==> config.mk <==
export PLATFORM = sky130hd
export DESIGN_NAME = axi_bram_log_reader_flat
export DESIGN_NICKNAME = d
export VERILOG_FILES = /design/src/rtl/axi_bram_log_reader_if.sv /design/src/rtl/axi_bram_log_reader.sv /design/src/flat_wrapper.sv
export SDC_FILE = /design/constraint.sdc
export NUM_CORES = 1
export LEC_CHECK = 0
export CAP_MARGIN = 20
export CORE_MARGIN = 2
export CORE_UTILIZATION = 35
export CTS_CLUSTER_SIZE = 14
export DETAILED_ROUTE_END_ITERATION = 6
export PLACE_DENSITY_LB_ADDON = 0.1
export SLEW_MARGIN = 5
export SYNTH_ARGS = -nofsm -noshare
export SYNTH_HDL_FRONTEND = slang
export SYNTH_SLANG_ARGS = --single-unit
export TNS_END_PERCENT = 50
==> constraint.sdc <==
create_clock -name Clk_CI -period 3.85 [get_ports Clk_CI]
set_input_delay 1.155 -clock Clk_CI [delete_from_list [all_inputs] [get_ports Clk_CI]]
set_output_delay 1.155 -clock Clk_CI [all_outputs]
set_load 0.03 [all_outputs]
==> src/rtl/axi_bram_log_reader_if.sv <==
`default_nettype none
// ============================================================================
//  Module      : axi_bram_log_reader_if
//  Description : Signal bundle for axi_bram_log_reader. It carries the readout
//                control inputs, the BRAM read port and the decoded entry
//                stream.
//                  master : host / BRAM side (drives Start, Clear, counts,
//                           BRAM read data, Ready)
//                  slave  : the reader (drives BRAM enable/address, decoded
//                           entry, Valid, Busy, Done)
//                Macro AXI_BRAM_LOG_READER_ID_FILTER_EN adds IdMatch_DI and
//                IdMask_DI.
//  Revision    : 1.0 - initial release
// ============================================================================
interface axi_bram_log_reader_if #(
   parameter int AXI_ID_BITW     = 8,
   parameter int AXI_ADDR_BITW   = 32,
   parameter int NUM_LOG_ENTRIES = 16384,
   parameter int AXI_LEN_BITW    = 8
);
   localparam int c_WORDS         = (AXI_ADDR_BITW == 64) ? 4 : 3;
   localparam int c_BRAM_ADDR_BITW = $clog2(NUM_LOG_ENTRIES * c_WORDS);
   localparam int c_CNT_BITW      = $clog2(NUM_LOG_ENTRIES + 1);

   logic                        Start_SI;
   logic                        Clear_SI;
   logic [c_CNT_BITW-1:0]       NumEntries_DI;
`ifdef AXI_BRAM_LOG_READER_ID_FILTER_EN
   logic [AXI_ID_BITW-1:0]      IdMatch_DI;
   logic [AXI_ID_BITW-1:0]      IdMask_DI;
`endif
   logic                        BramEn_SO;
   logic [c_BRAM_ADDR_BITW-1:0] BramAddr_DO;
   logic [31:0]                 BramRd_DI;
   logic                        Valid_SO;
   logic                        Ready_SI;
   logic [31:0]                 Timestamp_DO;
   logic [AXI_LEN_BITW-1:0]     Len_DO;
   logic [AXI_ID_BITW-1:0]      Id_DO;
   logic [AXI_ADDR_BITW-1:0]    Addr_DO;
   logic                        Busy_SO;
   logic                        Done_SO;

   modport master (
      output Start_SI, Clear_SI, NumEntries_DI, BramRd_DI, Ready_SI,
`ifdef AXI_BRAM_LOG_READER_ID_FILTER_EN
      output IdMatch_DI, IdMask_DI,
`endif
      input  BramEn_SO, BramAddr_DO, Valid_SO, Timestamp_DO, Len_DO, Id_DO,
      input  Addr_DO, Busy_SO, Done_SO
   );

   modport slave (
      input  Start_SI, Clear_SI, NumEntries_DI, BramRd_DI, Ready_SI,
`ifdef AXI_BRAM_LOG_READER_ID_FILTER_EN
      input  IdMatch_DI, IdMask_DI,
`endif
      output BramEn_SO, BramAddr_DO, Valid_SO, Timestamp_DO, Len_DO, Id_DO,
      output Addr_DO, Busy_SO, Done_SO
   );
endinterface
`default_nettype wire

==> src/rtl/axi_bram_log_reader.sv <==
`default_nettype none
// ============================================================================
//  Module      : axi_bram_log_reader
//  Description : Reads AXI access log entries back from the logger BRAM
//                (W = 3 or 4 32-bit words per entry), decodes timestamp,
//                ID, burst length and address, and offers each entry on a
//                valid/ready stream.
//  Ports       : Clk_CI  - clock
//                Rst_RI  - synchronous active-high reset
//                if_log  - axi_bram_log_reader_if.slave: Start/Clear/
//                          NumEntries control, BRAM read port (En/Addr/Rd),
//                          decoded entry stream (Valid/Ready + fields),
//                          Busy and Done status
//  Option      : `define AXI_BRAM_LOG_READER_ID_FILTER_EN to drop entries
//                whose masked ID differs from the masked match value.
//  Revision    : 1.0 - initial release
// ============================================================================
module axi_bram_log_reader #(
   parameter int AXI_ID_BITW     = 8,
   parameter int AXI_ADDR_BITW   = 32,
   parameter int NUM_LOG_ENTRIES = 16384,
   parameter int AXI_LEN_BITW    = 8
) (
   input  wire logic           Clk_CI,
   input  wire logic           Rst_RI,
   axi_bram_log_reader_if.slave if_log
);
   localparam int c_WORDS          = (AXI_ADDR_BITW == 64) ? 4 : 3;
   localparam int c_BRAM_ADDR_BITW = $clog2(NUM_LOG_ENTRIES * c_WORDS);
   localparam int c_CNT_BITW       = $clog2(NUM_LOG_ENTRIES + 1);

   typedef enum logic [2:0] {
      S_IDLE    = 3'd0,
      S_FETCH   = 3'd1,
      S_CAPTURE = 3'd2,
      S_OUTPUT  = 3'd3,
      S_DONE    = 3'd4
   } state_t;

   state_t                      r_state;
   state_t                      w_state_nxt;
   logic [c_CNT_BITW-1:0]       r_num;
   logic [c_CNT_BITW-1:0]       r_entry;
   logic [c_BRAM_ADDR_BITW-1:0] r_base;      // entry * W, kept incrementally
   logic [1:0]                  r_k;         // word index within the entry
   logic                        r_cap_vld;   // BRAM data valid this cycle
   logic [1:0]                  r_cap_k;     // which word that data is
   logic [31:0]                 r_ts;
   logic [AXI_LEN_BITW-1:0]     r_len;
   logic [AXI_ID_BITW-1:0]      r_id;
   logic [AXI_ADDR_BITW-1:0]    r_addr;

   logic                        w_start;
   logic                        w_advance;
   logic                        w_last;
   logic                        w_k_last;
   logic                        w_id_ok;
   logic                        w_cap;
   logic [c_CNT_BITW-1:0]       w_clamped;

   assign w_clamped = (if_log.NumEntries_DI > c_CNT_BITW'(NUM_LOG_ENTRIES)) ?
                      c_CNT_BITW'(NUM_LOG_ENTRIES) : if_log.NumEntries_DI;
   assign w_last    = (r_entry == (r_num - c_CNT_BITW'(1)));
   assign w_k_last  = (r_k == 2'(c_WORDS - 1));
   // Capture is blocked once Clear lands so the data outputs keep the
   // value they had when the readout was aborted.
   assign w_cap     = r_cap_vld && !if_log.Clear_SI;

`ifdef AXI_BRAM_LOG_READER_ID_FILTER_EN
   logic [AXI_ID_BITW-1:0] r_match;
   logic [AXI_ID_BITW-1:0] r_mask;

   // The meta word is captured before CAPTURE, so r_id is already the
   // current entry's ID when the skip decision is made.
   assign w_id_ok = ((r_id & r_mask) == (r_match & r_mask));

   always_ff @(posedge Clk_CI) begin
      if (Rst_RI) begin
         r_match <= '0;
         r_mask  <= '0;
      end else if (w_start) begin
         r_match <= if_log.IdMatch_DI;
         r_mask  <= if_log.IdMask_DI;
      end
   end
`else
   assign w_id_ok = 1'b1;
`endif

   // ---------------------------------------------------------------- FSM
   always_comb begin
      w_state_nxt = r_state;
      w_start     = 1'b0;
      w_advance   = 1'b0;
      case (r_state)
         S_IDLE: begin
            if (if_log.Start_SI) begin
               w_start     = 1'b1;
               w_state_nxt = (w_clamped == '0) ? S_DONE : S_FETCH;
            end
         end
         S_FETCH: begin
            if (w_k_last) begin
               w_state_nxt = S_CAPTURE;
            end
         end
         S_CAPTURE: begin
            if (!w_id_ok) begin
               if (w_last) begin
                  w_state_nxt = S_DONE;
               end else begin
                  w_state_nxt = S_FETCH;
                  w_advance   = 1'b1;
               end
            end else begin
               w_state_nxt = S_OUTPUT;
            end
         end
         S_OUTPUT: begin
            if (if_log.Ready_SI) begin
               if (w_last) begin
                  w_state_nxt = S_DONE;
               end else begin
                  w_state_nxt = S_FETCH;
                  w_advance   = 1'b1;
               end
            end
         end
         S_DONE: begin
            w_state_nxt = S_IDLE;
         end
         default: begin
            w_state_nxt = S_IDLE;
         end
      endcase
      // Abort wins over start and handshake.
      if (if_log.Clear_SI) begin
         w_state_nxt = S_IDLE;
         w_start     = 1'b0;
         w_advance   = 1'b0;
      end
   end

   always_ff @(posedge Clk_CI) begin
      if (Rst_RI) begin
         r_state   <= S_IDLE;
         r_num     <= '0;
         r_entry   <= '0;
         r_base    <= '0;
         r_k       <= '0;
         r_cap_vld <= 1'b0;
         r_cap_k   <= '0;
      end else begin
         r_state   <= w_state_nxt;
         r_cap_vld <= (r_state == S_FETCH) && !if_log.Clear_SI;
         r_cap_k   <= r_k;
         if (w_start) begin
            r_num   <= w_clamped;
            r_entry <= '0;
            r_base  <= '0;
            r_k     <= '0;
         end else if (w_advance) begin
            r_entry <= r_entry + c_CNT_BITW'(1);
            r_base  <= r_base + c_BRAM_ADDR_BITW'(c_WORDS);
            r_k     <= '0;
         end else if (r_state == S_FETCH) begin
            r_k     <= w_k_last ? 2'd0 : (r_k + 2'd1);
         end
      end
   end

   // ---------------------------------------------------------- decode
   always_ff @(posedge Clk_CI) begin
      if (Rst_RI) begin
         r_ts  <= '0;
         r_len <= '0;
         r_id  <= '0;
      end else if (w_cap) begin
         if (r_cap_k == 2'd0) begin
            r_ts <= if_log.BramRd_DI;
         end
         if (r_cap_k == 2'd1) begin
            r_len <= if_log.BramRd_DI[AXI_LEN_BITW-1:0];
            r_id  <= if_log.BramRd_DI[AXI_LEN_BITW+AXI_ID_BITW-1:AXI_LEN_BITW];
         end
      end
   end

   generate
      if (AXI_ADDR_BITW == 64) begin : g_addr64
         always_ff @(posedge Clk_CI) begin
            if (Rst_RI) begin
               r_addr <= '0;
            end else if (w_cap) begin
               if (r_cap_k == 2'd2) begin
                  r_addr[31:0] <= if_log.BramRd_DI;
               end
               if (r_cap_k == 2'd3) begin
                  r_addr[AXI_ADDR_BITW-1:32] <= if_log.BramRd_DI;
               end
            end
         end
      end else begin : g_addr32
         always_ff @(posedge Clk_CI) begin
            if (Rst_RI) begin
               r_addr <= '0;
            end else if (w_cap && (r_cap_k == 2'd2)) begin
               r_addr <= if_log.BramRd_DI;
            end
         end
      end
   endgenerate

   // --------------------------------------------------------- outputs
   assign if_log.BramEn_SO    = (r_state == S_FETCH);
   assign if_log.BramAddr_DO  = r_base + c_BRAM_ADDR_BITW'(r_k);
   assign if_log.Valid_SO     = (r_state == S_OUTPUT);
   assign if_log.Busy_SO      = (r_state != S_IDLE);
   assign if_log.Done_SO      = (r_state == S_DONE);
   assign if_log.Timestamp_DO = r_ts;
   assign if_log.Len_DO       = r_len;
   assign if_log.Id_DO        = r_id;
   assign if_log.Addr_DO      = r_addr;

endmodule
`default_nettype wire

==> src/flat_wrapper.sv <==
// flat-port wrapper written by rule: the top's interface ports become plain ports
module axi_bram_log_reader_flat 
#(
   parameter int AXI_ID_BITW     = 8,
   parameter int AXI_ADDR_BITW   = 32,
   parameter int NUM_LOG_ENTRIES = 16384,
   parameter int AXI_LEN_BITW    = 8
)
  (Clk_CI, Rst_RI, if_log_Start_SI, if_log_Clear_SI, if_log_NumEntries_DI, if_log_BramRd_DI, if_log_Ready_SI, if_log_BramEn_SO, if_log_BramAddr_DO, if_log_Valid_SO, if_log_Timestamp_DO, if_log_Len_DO, if_log_Id_DO, if_log_Addr_DO, if_log_Busy_SO, if_log_Done_SO);
  axi_bram_log_reader_if #(.AXI_ID_BITW(AXI_ID_BITW), .AXI_ADDR_BITW(AXI_ADDR_BITW), .NUM_LOG_ENTRIES(NUM_LOG_ENTRIES), .AXI_LEN_BITW(AXI_LEN_BITW)) if_log_i ();
  input  wire logic Clk_CI;
  input  wire logic Rst_RI;
  input wire logic [$bits(if_log_i.Start_SI)-1:0] if_log_Start_SI;
  input wire logic [$bits(if_log_i.Clear_SI)-1:0] if_log_Clear_SI;
  input wire logic [$bits(if_log_i.NumEntries_DI)-1:0] if_log_NumEntries_DI;
  input wire logic [$bits(if_log_i.BramRd_DI)-1:0] if_log_BramRd_DI;
  input wire logic [$bits(if_log_i.Ready_SI)-1:0] if_log_Ready_SI;
  output wire logic [$bits(if_log_i.BramEn_SO)-1:0] if_log_BramEn_SO;
  output wire logic [$bits(if_log_i.BramAddr_DO)-1:0] if_log_BramAddr_DO;
  output wire logic [$bits(if_log_i.Valid_SO)-1:0] if_log_Valid_SO;
  output wire logic [$bits(if_log_i.Timestamp_DO)-1:0] if_log_Timestamp_DO;
  output wire logic [$bits(if_log_i.Len_DO)-1:0] if_log_Len_DO;
  output wire logic [$bits(if_log_i.Id_DO)-1:0] if_log_Id_DO;
  output wire logic [$bits(if_log_i.Addr_DO)-1:0] if_log_Addr_DO;
  output wire logic [$bits(if_log_i.Busy_SO)-1:0] if_log_Busy_SO;
  output wire logic [$bits(if_log_i.Done_SO)-1:0] if_log_Done_SO;
  assign if_log_i.Start_SI = if_log_Start_SI;
  assign if_log_i.Clear_SI = if_log_Clear_SI;
  assign if_log_i.NumEntries_DI = if_log_NumEntries_DI;
  assign if_log_i.BramRd_DI = if_log_BramRd_DI;
  assign if_log_i.Ready_SI = if_log_Ready_SI;
  assign if_log_BramEn_SO = if_log_i.BramEn_SO;
  assign if_log_BramAddr_DO = if_log_i.BramAddr_DO;
  assign if_log_Valid_SO = if_log_i.Valid_SO;
  assign if_log_Timestamp_DO = if_log_i.Timestamp_DO;
  assign if_log_Len_DO = if_log_i.Len_DO;
  assign if_log_Id_DO = if_log_i.Id_DO;
  assign if_log_Addr_DO = if_log_i.Addr_DO;
  assign if_log_Busy_SO = if_log_i.Busy_SO;
  assign if_log_Done_SO = if_log_i.Done_SO;
  axi_bram_log_reader #(.AXI_ID_BITW(AXI_ID_BITW), .AXI_ADDR_BITW(AXI_ADDR_BITW), .NUM_LOG_ENTRIES(NUM_LOG_ENTRIES), .AXI_LEN_BITW(AXI_LEN_BITW)) u_core (.Clk_CI(Clk_CI), .Rst_RI(Rst_RI), .if_log(if_log_i));
endmodule
Yosys cells after proc, flatten, opt, wreduce, memory -nomap -nowiden:

Index checks and enable logic that the tools add are counted.

* register bits after elaboration: 134
* word-level logic and storage cells: 57
* input bits: 52

* eq/ne operators: 11
* multiplexer cells: 15
* reductions and logical operators: 14
* $add $sub $neg: 5
* magnitude comparators: 1

Operators with widths (count)
* $add 16x2->16: 1
* $add 16x2->16 const B: 1
* $add 15x1->15 const B: 1
* $eq 15x15->1: 1
* $gt 15x15->1 const B: 1
* $logic_not 15->1: 1
* $mux 15: 1
* $mux 3: 5
* $sub 15x1->15 const B: 1
* $pmux 3 s4: 1
* $mux 1: 7
* $eq 3x2->1 const B: 2
* $eq 2x2->1 const B: 2
* $ne 2x2->1 const B: 2
* $reduce_and 2->1: 2
* $reduce_or 2->1: 2
* $eq 3x1->1 const B: 1
* $eq 3x3->1 const B: 1
* $logic_and 1x1->1: 3
* $logic_not 3->1: 1
* $reduce_and 3->1: 1
* $reduce_bool 3->1: 1
* $reduce_or 3->1: 1
* $add 2x1->2 const B: 1
* 5 further kinds: 5

Depth between registers and ports, before layout:

Gate-level depths: netlist of run 1.

* word-level depth: 7
* mapped depth: 11
* mapped depth without buffers: 9

Least setup slack after synthesis of run 1:

No wires, ideal clock.

* kind: register to output
* from: register u_core.r_k[0]
* to: output if_log_BramAddr_DO[14]
* cell stages (with the launch flop): 8
* required time: 2.695 ns
* arrival: 2.004 ns
* path slack: 0.691 ns
* path buffers: 0
* cells stage by stage: dfxtp_1 -> ha_1 -> inv_1 -> fa_1 -> nor2_1 -> nand3_1 -> nor2_1 -> xor2_1

* cells in the longest elaborated chain, start to end: 1

Ends and longest elaborated chain
* start, declared: RTL line axi_bram_log_reader.sv:45 `logic [1:0] r_k;`
* start signal, assigned: RTL line axi_bram_log_reader.sv:167 `r_k <= w_k_last ? 2'd0 : (r_k + 2'd1);`
* $add 16x2->16: RTL line axi_bram_log_reader.sv:216 `assign if_log.BramAddr_DO = r_base + c_BRAM_ADDR_BITW'(r_k);`
* end, declared: RTL line flat_wrapper.sv:19 `output wire logic [$bits(if_log_i.BramAddr_DO)-1:0] if_log_BramAddr_DO;`

Every way passes these cells.

Worst setup path in the final report of run 1:

* from: register u_core.r_base[0]
* to: output if_log_BramAddr_DO[14]

* cells in the longest elaborated chain, start to end: 1

Ends and longest elaborated chain
* start, declared: RTL line axi_bram_log_reader.sv:44 `logic [c_BRAM_ADDR_BITW-1:0] r_base;`
* start signal, assigned: RTL line axi_bram_log_reader.sv:164 `r_base <= r_base + c_BRAM_ADDR_BITW'(c_WORDS);`
* $add 16x2->16: RTL line axi_bram_log_reader.sv:216

Every way passes these cells.

==> impl_results.md, run 1 <==
* Status: completed
* PD cells at 385 nW/um^2
* TritonCTS clock tree: done
* Part of the power in the clock network at between 50% and 60%
* CP Cell Sequence: ha_1, inv_1, fa_1, nor2_1, nand3_1, nor2_1, xor2_1, clkdlybuf4s15_1
* Yosys cell types at 57
* Area Overhead vs Synth at 36.9%
* Critical path class: flop to output port
* Clock latency on the worst-skew pair at 0.42 ns
* Fin. Hold Viols at 0
* Setup slack after layout at between 0.1 and 0.15 ns
* Crit-path max cell delay at 0.42 ns
* Crit-path slowest cell: fa_1
* Worst Hold End: u_core.if_log.Timestamp_DO[26]
* Final net count at between 900 and 1000
* Async SR Flop Fraction at 0%
* Layout cell share with drive strength beyond 1 at a little under a tenth
* Critical path endpoint category: output port
* Total I/O pin count at roughly 150
* R2R cell count at 8
* Port buffer count at about 150
* First-pass GRT wire length at 27800 um
* FF-to-FF End: u_core.r_base[1]
* Top_reg_cell synth: dfxtp_1
* Die width at 136 um
* Total negative slack at 0 ns
* Post-Syn Nets at 808
* Final Max Slew Viols at 0
* Minimum clock period at 3.72 ns
* Total track usage at about a fifth
* Synth warnings at 0
* Syn avg cell area at approximately 8.1 sq um
* Root buffer cell: clkbuf_16
* Reg2Reg Launch Point: u_core.r_num[7]
* Fill count at about 1700
* Number of global-route vias before repair at roughly 5400
* Rows at 48
* Number of synthesized flops with an enable pin at 0
* Reg2reg setup slack at about 0.78 ns
* # DRC at 0
* Initial Util at a little over a third
* Synth Register Bits at between 100 and 150
* Sequential share of the synthesized area at a little over two fifths
* Sw Pwr at between 0.7 and 0.8 mW
* Htree depth at 4
* # Max-Cap Violations at 0
* Routability cong. at roughly 0.83
* Largest net degree at the start of global routing at between 80 and 90
* Slew @ Worst Pin at approximately 0.89 ns
* Setup WS pre-CTS at about 0.29 ns
* Initial antenna violation count at 0
* Mapped Area at slightly above 6000 sq um
* Die Ht at 136 um
* Synth Instances at 750
* Drt via density at 5.19
* Grt ovf at 0
* Worst hold path type: flop to flop
* Multi-input gate area at 3120 sq um
* Clock slew at reported path FFs at 0.06 ns
* Period Utilization, post-route at 96.6%
* RSZ-0062 raised after global routing: yes
* Sequential share of power at between 40% and 50%
* Hold path cells at 2
* ANT nets after route at 0
* DRT Pass-1 Iters at 5
* Combinational Power Share at between 6 and 7%
* CTS Buf Count at 17
* CP Max Fanout at 4
* FF/Latch Area at 2680 sq um
* WHS at roughly 0.45 ns
* Switching Share at approximately 23%
* Initial DRC Count at roughly 270
* Routed len/inst at 15.9 um
* HPWL Detailed at 12500 um
* Worst IR drop on VDD at 320 uV
* Post-Route Skew at roughly 0.008 ns
* Vias post-DR at approximately 5800
* Max_slew headroom at ~41%
* Arrival @ worst endpoint at 2.56 ns
* Achievable frequency at ~270 MHz
* Most used cell, CP: nor2_1
* Inserted Diodes at 0
* Die ar. at ~19000 sq um
* Hold_buf cts at 0
* Min-delay src: u_core.if_log.Timestamp_DO[26]
* # clock sinks at 134
* Critical path data required time at around 2.7 ns
* Startpoint types: flop
* P_leak at roughly 2.9 nW
* CTS max path bufs at 2
* Setup violators final at 0
* Final wirelength at 17800 um
* Internal power at around 2.5 mW
* Area of the core at 17200 sq um
## what timing repair did
action | CTS | global route
buffers inserted | 0 | 0
setup endpoints to repair | 6 | 6
gates resized for setup | 6 | 6
## worst max-delay path: cells and delay by family (launching register included)
| family | cells | cell delay [ns] |
|---|---|---|
| fa+ha+maj | 2 | 0.60 |
| simple gates | 3 | 0.59 |
| xor+xnor | 1 | 0.16 |
| flops | 1 | 0.37 |
| buf+inv | 2 | 0.43 |
## registers in the layout, indices dropped and copies added (netlist names)
register                    count
u_core.if_log.Addr_DO          32
u_core.if_log.Len_DO            8
u_core.r_cap_k                  2
u_core.r_num                   15
u_core.if_log.Timestamp_DO     32
u_core.r_entry                 15
u_core.r_state                  3
u_core.r_base                  16
u_core.if_log.Id_DO             8
u_core.r_cap_vld                1
u_core.r_k                      2
## power by group through the flow
| stage | Sequential [mW] | Clock [mW] | Combinational (mW) |
|---|---|---|---|
| floorplan | 1.44 | 0 | 0.101 |
| global placement | 1.44 | 0 | 0.200 |
| detailed placement | 1.44 | 0 | 0.202 |
| CTS | 1.41 | 1.64 | 0.204 |
| global route | 1.41 | 1.71 | 0.220 |
| finish | 1.41 | 1.61 | 0.204 |
## cells in the mapped netlist (all sizes together), types with 12 or more instances
cell,instances,area share (%)
dfxtp,134,44
a21oi,112,10
nor2,26,1.6
nand3,15,1.2
or3,12,1.2
nand2,191,12
o21ai,13,1.1
or4,25,3.1
clkbuf,42,2.6
xnor2,20,2.9
buf,13,1.9
a22o,12,1.7
nor3,16,1.4
o31ai,16,2.0
## per-stage QoR
stage	instance area, sq um	util (%)	std cells	power [mW]
floorplan	6110	-	750	1.54
global placement	7770	45.2	1088	1.64
detailed placement	7770	45.2	1088	1.64
CTS	8350	48.6	1119	3.26
global route	8360	48.7	1119	3.33
finish	8360	48.7	1119	3.22
## layout make-up
class                   count  area share, %
multi-input cells         551           37.4
flip-flops and latches    134           32.1
repair buffers            168           19.8
clock buffers              20           5.46
well taps                 225           3.37
clock inverters            11           1.51
inverters                  10          0.449
## routing by layer
layer	share of wire, %	vias to the layer above	wire, um	global-route usage, %
met5	0	-	0	0
met4	1.6	0	291	6.77
met3	5.2	23	919	4.10
met2	48	156	8560	32.0
met1	45	2739	8070	24.0
li1	-	2891	-	-
## placed cells by master, fill, tap and decap left out, types with 5 or more instances in the layout
| cell type | synthesis | routed |
|---|---|---|
| clkdlybuf4s50_1 | 0 | 140 |
| xor2_1 | 11 | 11 |
| ha_1 | 5 | 5 |
| xnor2_1 | 20 | 20 |
| nor2_1 | 26 | 26 |
| or3_1 | 12 | 12 |
| buf_4 | 0 | 16 |
| nor4_1 | 6 | 6 |
| a22o_1 | 12 | 12 |
| inv_1 | 10 | 10 |
| nand2_1 | 191 | 191 |
| o21ai_1 | 10 | 10 |
| nand3_1 | 15 | 15 |
| o31ai_1 | 16 | 16 |
| nor3_1 | 15 | 14 |
| a21oi_1 | 92 | 92 |
| or4_1 | 24 | 24 |
| dfxtp_1 | 134 | 134 |
| and3_1 | 10 | 10 |
| clkbuf_16 | 0 | 17 |
| a21oi_2 | 20 | 20 |
| o211ai_1 | 5 | 5 |
| nand4_1 | 11 | 11 |
## logic make-up (layout without fill, tap and decap cells)
group	Yosys count	count (layout)	share of synthesized area (%)
AO/OA/AOI/OAI	178	178	19.0
XOR/XNOR	31	31	4.45
adder cells (fa/ha/maj)	6	6	1.35
buffers and inverters	65	209	5.14
flip-flops	134	134	43.9
multiplexers	3	3	0.492
AND/OR/NAND/NOR	333	333	25.6
## how the worst max path moves through the flow
stage	cells past startpoint	start	end
3_3_place_gp	8	u_core.r_base[0]	if_log_BramAddr_DO[14]
2_1_floorplan	7	u_core.r_k[0]	if_log_BramAddr_DO[14]
6_report	8	u_core.r_base[0]	if_log_BramAddr_DO[14]
5_1_grt	8	u_core.r_base[0]	if_log_BramAddr_DO[14]
3_5_place_dp	8	u_core.r_base[0]	if_log_BramAddr_DO[14]
4_1_cts	7	u_core.r_base[1]	if_log_BramAddr_DO[13]
No activity file was read; power rests on OpenSTA's default activity.
==> inputs of run 2 (changes only) <==
--- a/config.mk
+++ b/config.mk
@@ -5,7 +5,6 @@
 export SDC_FILE = /design/constraint.sdc
 export NUM_CORES = 1
 export LEC_CHECK = 0
-export CAP_MARGIN = 20
 export CORE_MARGIN = 2
 export CORE_UTILIZATION = 35
 export CTS_CLUSTER_SIZE = 14
==> results of run 2 <==
Same layout as run 1: the final DEF is identical, and so are final timing and power.
==> inputs of run 3 (changes only) <==
--- a/config.mk
+++ b/config.mk
@@ -10,7 +10,6 @@
 export CTS_CLUSTER_SIZE = 14
 export DETAILED_ROUTE_END_ITERATION = 6
 export PLACE_DENSITY_LB_ADDON = 0.1
-export SLEW_MARGIN = 5
 export SYNTH_ARGS = -nofsm -noshare
 export SYNTH_HDL_FRONTEND = slang
 export SYNTH_SLANG_ARGS = --single-unit
==> constraint.sdc (replaced) <==
create_clock -name Clk_CI -period 3.85 [get_ports Clk_CI]
set_input_delay 0.385 -clock Clk_CI [delete_from_list [all_inputs] [get_ports Clk_CI]]
set_output_delay 0.385 -clock Clk_CI [all_outputs]
set_load 0.03 [all_outputs]
==> impl_results.md, run 3 (synthesized netlist as in run 1, its figures left out) <==
* Htree depth at 4 (unchanged)
* Grt ovf at 0 (unchanged)
* Status: completed
* Routed len/inst at 15.5 um (-2.5%)
* FF/Latch Area at 2680 sq um (unchanged)
* # resized after CTS at 0 (-6)
* Rows at 48 (unchanged)
* CTS max path bufs at 2 (unchanged)
* Hold_buf cts at 0 (unchanged)
* Vias post-DR at 5726 (-1.4%)
* Combinational Power Share at 6.3% (about the same)
* Finished Layout Cells at 1112 (-0.63%)
* Final net count at 932 (-0.85%)
* TritonCTS clock tree: done
* Die ar. at 18500 sq um (unchanged)
* Worst IR drop on VDD at 283 uV (-12%)
* Minimum clock period at 3.36 ns (-0.356 ns)
* Die width at 136 um (unchanged)
* Post-Route Skew at 0.00657 ns (-0.00148 ns)
* Root buffer cell: clkbuf_16
* Post-CTS Setup Inserts at 0 (unchanged)
* # DRC at 0 (unchanged)
* Die Ht at 136 um (unchanged)
* CTS Buf Count at 17 (unchanged)
* Delay-heaviest family, CP: buffers and inverters
* Total negative slack at 0 ns (unchanged)
* Setup slack after layout at 0.487 ns (+0.356 ns)
* PD cells at 386 nW/um^2 (+0.26%)
* Final Max Slew Viols at 0 (unchanged)
* Post-Place Cells at 1080 (-0.74%)
* Worst hold path type: primary input to flop
* Routability cong. at 0.796 (-4.2%)
* Area Overhead vs Synth at 35.7%
* Tot Pwr at 3.20 mW (-0.58%)
* Final design utilization at 48.3% (-0.41 points)
* Critical path data required time at 3.46 ns (+0.77 ns)
* Startpoint types: flop
* Critical path class: flop to output port
* Largest net degree at the start of global routing at 85 (unchanged)
* Area of the core at 17200 sq um (unchanged)
* CP Max Fanout at 7 (+3)
* Crit-path max cell delay at 0.68 ns (+0.26 ns)
* Worst path bufs/invs at 2 (unchanged)
* Period Utilization, post-route at 87.4% (-9.2 points)
* Total track usage at 18.5% (-0.57 points)
* DRT Pass-1 Iters at 5 (unchanged)
* Switching Share at 24.6% (+1.6 points)
* Sequential share of power at 44.0% (+0.3 points)
* # Max-Cap Violations at 0 (unchanged)
* P_leak at 2.73 nW (-4.6%)
* Fill count at 1696 (+1.4%)
* Port buffer count at 151 (unchanged)
* Setup violators final at 0 (unchanged)
* Critical path endpoint category: output port
* Fin. Hold Viols at 0 (unchanged)
* Internal power at 2.41 mW (-2.6%)
* Slew @ Worst Pin at 1.21 ns (+0.316 ns)
* Setup WS pre-CTS at 0.816 ns (+0.523 ns)
* Multi-input gate area at 3120 sq um (unchanged)
* RSZ-0062 raised after global routing: no
* Drt via density at 5.15 (-0.81%)
* Initial Util at 35.6% (unchanged)
* Commonest non-fill, non-tap cell in the layout: nand2_1
* Achievable frequency at 297 MHz (+11%)
* Number of global-route vias before repair at 5367 (-1.2%)
* Layout cell share with drive strength beyond 1 at 8.46% (-0.60 points)
* HPWL Detailed at 12000 um (-4.6%)
* ANT nets after route at 0 (unchanged)
* Clock latency on the worst-skew pair at 0.41 ns (about the same)
* Arrival @ worst endpoint at 2.98 ns (+0.42 ns)
* Total I/O pin count at 152 (unchanged)
* Clock slew at reported path FFs at 0.06 ns (about the same)
* Max_slew headroom at 19.4% (-21 points)
* Initial antenna violation count at 0 (unchanged)
* Crit-path slowest cell: clkdlybuf4s50_1
* # clock sinks at 134 (unchanged)
* CP Cell Sequence: ha_1, inv_1, fa_1, nor2_1, nand3_1, nor2_1, xor2_1, clkdlybuf4s50_1
* Part of the power in the clock network at 49.8% (-0.2 points)
* Initial DRC Count at 302 (+11%)
* Inserted Diodes at 0 (unchanged)
* Final wirelength at 17300 um (-3.1%)
* Sw Pwr at 0.788 mW (+6.1%)
* First-pass GRT wire length at 27300 um (-1.6%)
* Most used cell, CP: nor2_1
* Most frequent cells in the layout: 191 x nand2_1, 150 x clkdlybuf4s50_1, 134 x dfxtp_1, 92 x a21oi_1, 26 x nor2_1
-- run 3: cell types whose count changed in the layout (fill, tap and decap cells not counted) --
cell / previous run / this run
dlymetal6s2s_1: 4 / 0
clkbuf_1: 1 / 0
clkinv_2: 2 / 1
inv_6: 1 / 7
clkdlybuf4s50_1: 140 / 150
dlygate4sd2_1: 4 / 0
inv_8: 0 / 1
clkinvlp_4: 4 / 3
bufinv_16: 2 / 1
clkdlybuf4s15_1: 2 / 0
clkbuf_8: 2 / 1
buf_4: 16 / 8
clkinv_4: 2 / 1
-- run 3: metrics by stage --
step | area (sq um) | hold WS [ns]
detailed placement | 7710 | 0.447
global route | 8290 | 0.423
finish | 8290 | 0.410
floorplan | 6110 | 0.461
global placement | 7710 | 0.442
CTS | 8290 | 0.395
-- run 3: layout make-up --
type / count / area share (%)
multi-input combinational: 551 / 37.7
sequential: 134 / 32.4
timing repair buffer: 160 / 19.1
clock buffer: 18 / 5.30
tap: 225 / 3.40
clock inverter: 14 / 1.68
inverter: 10 / 0.453
-- run 3: tightest hold or removal path, delay by kind of cell --
| family | cells | cell delay [ns] |
|---|---|---|
| AOI/OAI and AO/OA | 1 | 0.18 |
| and+or+nand+nor | 1 | 0.09 |
| buffers and inverters | 1 | 0.11 |
-- run 3: routing by layer --
metal | part of all wire (%) | vias to the layer above | global-route usage (%)
met4 | 1.1 | 0 | 4.34
met2 | 47 | 152 | 30.5
met1 | 47 | 2687 | 24.6
met3 | 4.8 | 12 | 4.10
met5 | 0 | - | 0
li1 | - | 2875 | -
-- run 3: path summary, 6_finish.rpt --
kind / start / end / slack (ns) / cells past startpoint
min: Rst_RI / u_core.r_num[14] / 0.41 / 3
max: u_core.r_k[0] / if_log_BramAddr_DO[14] / 0.49 / 8
min reg2reg: u_core.if_log.Timestamp_DO[8] / u_core.if_log.Timestamp_DO[8] / 0.45 / 2
max reg2reg: u_core.r_num[0] / u_core.r_entry[7] / 0.78 / 10
-- run 3: power groups by stage --
stage / logic, mW / clock network [mW] / registers (mW)
after floorplan: 0.101 / 0 / 1.44
after global placement: 0.197 / 0 / 1.44
after detailed placement: 0.198 / 0 / 1.44
after CTS: 0.200 / 1.63 / 1.41
after global routing: 0.215 / 1.69 / 1.41
final: 0.200 / 1.59 / 1.41
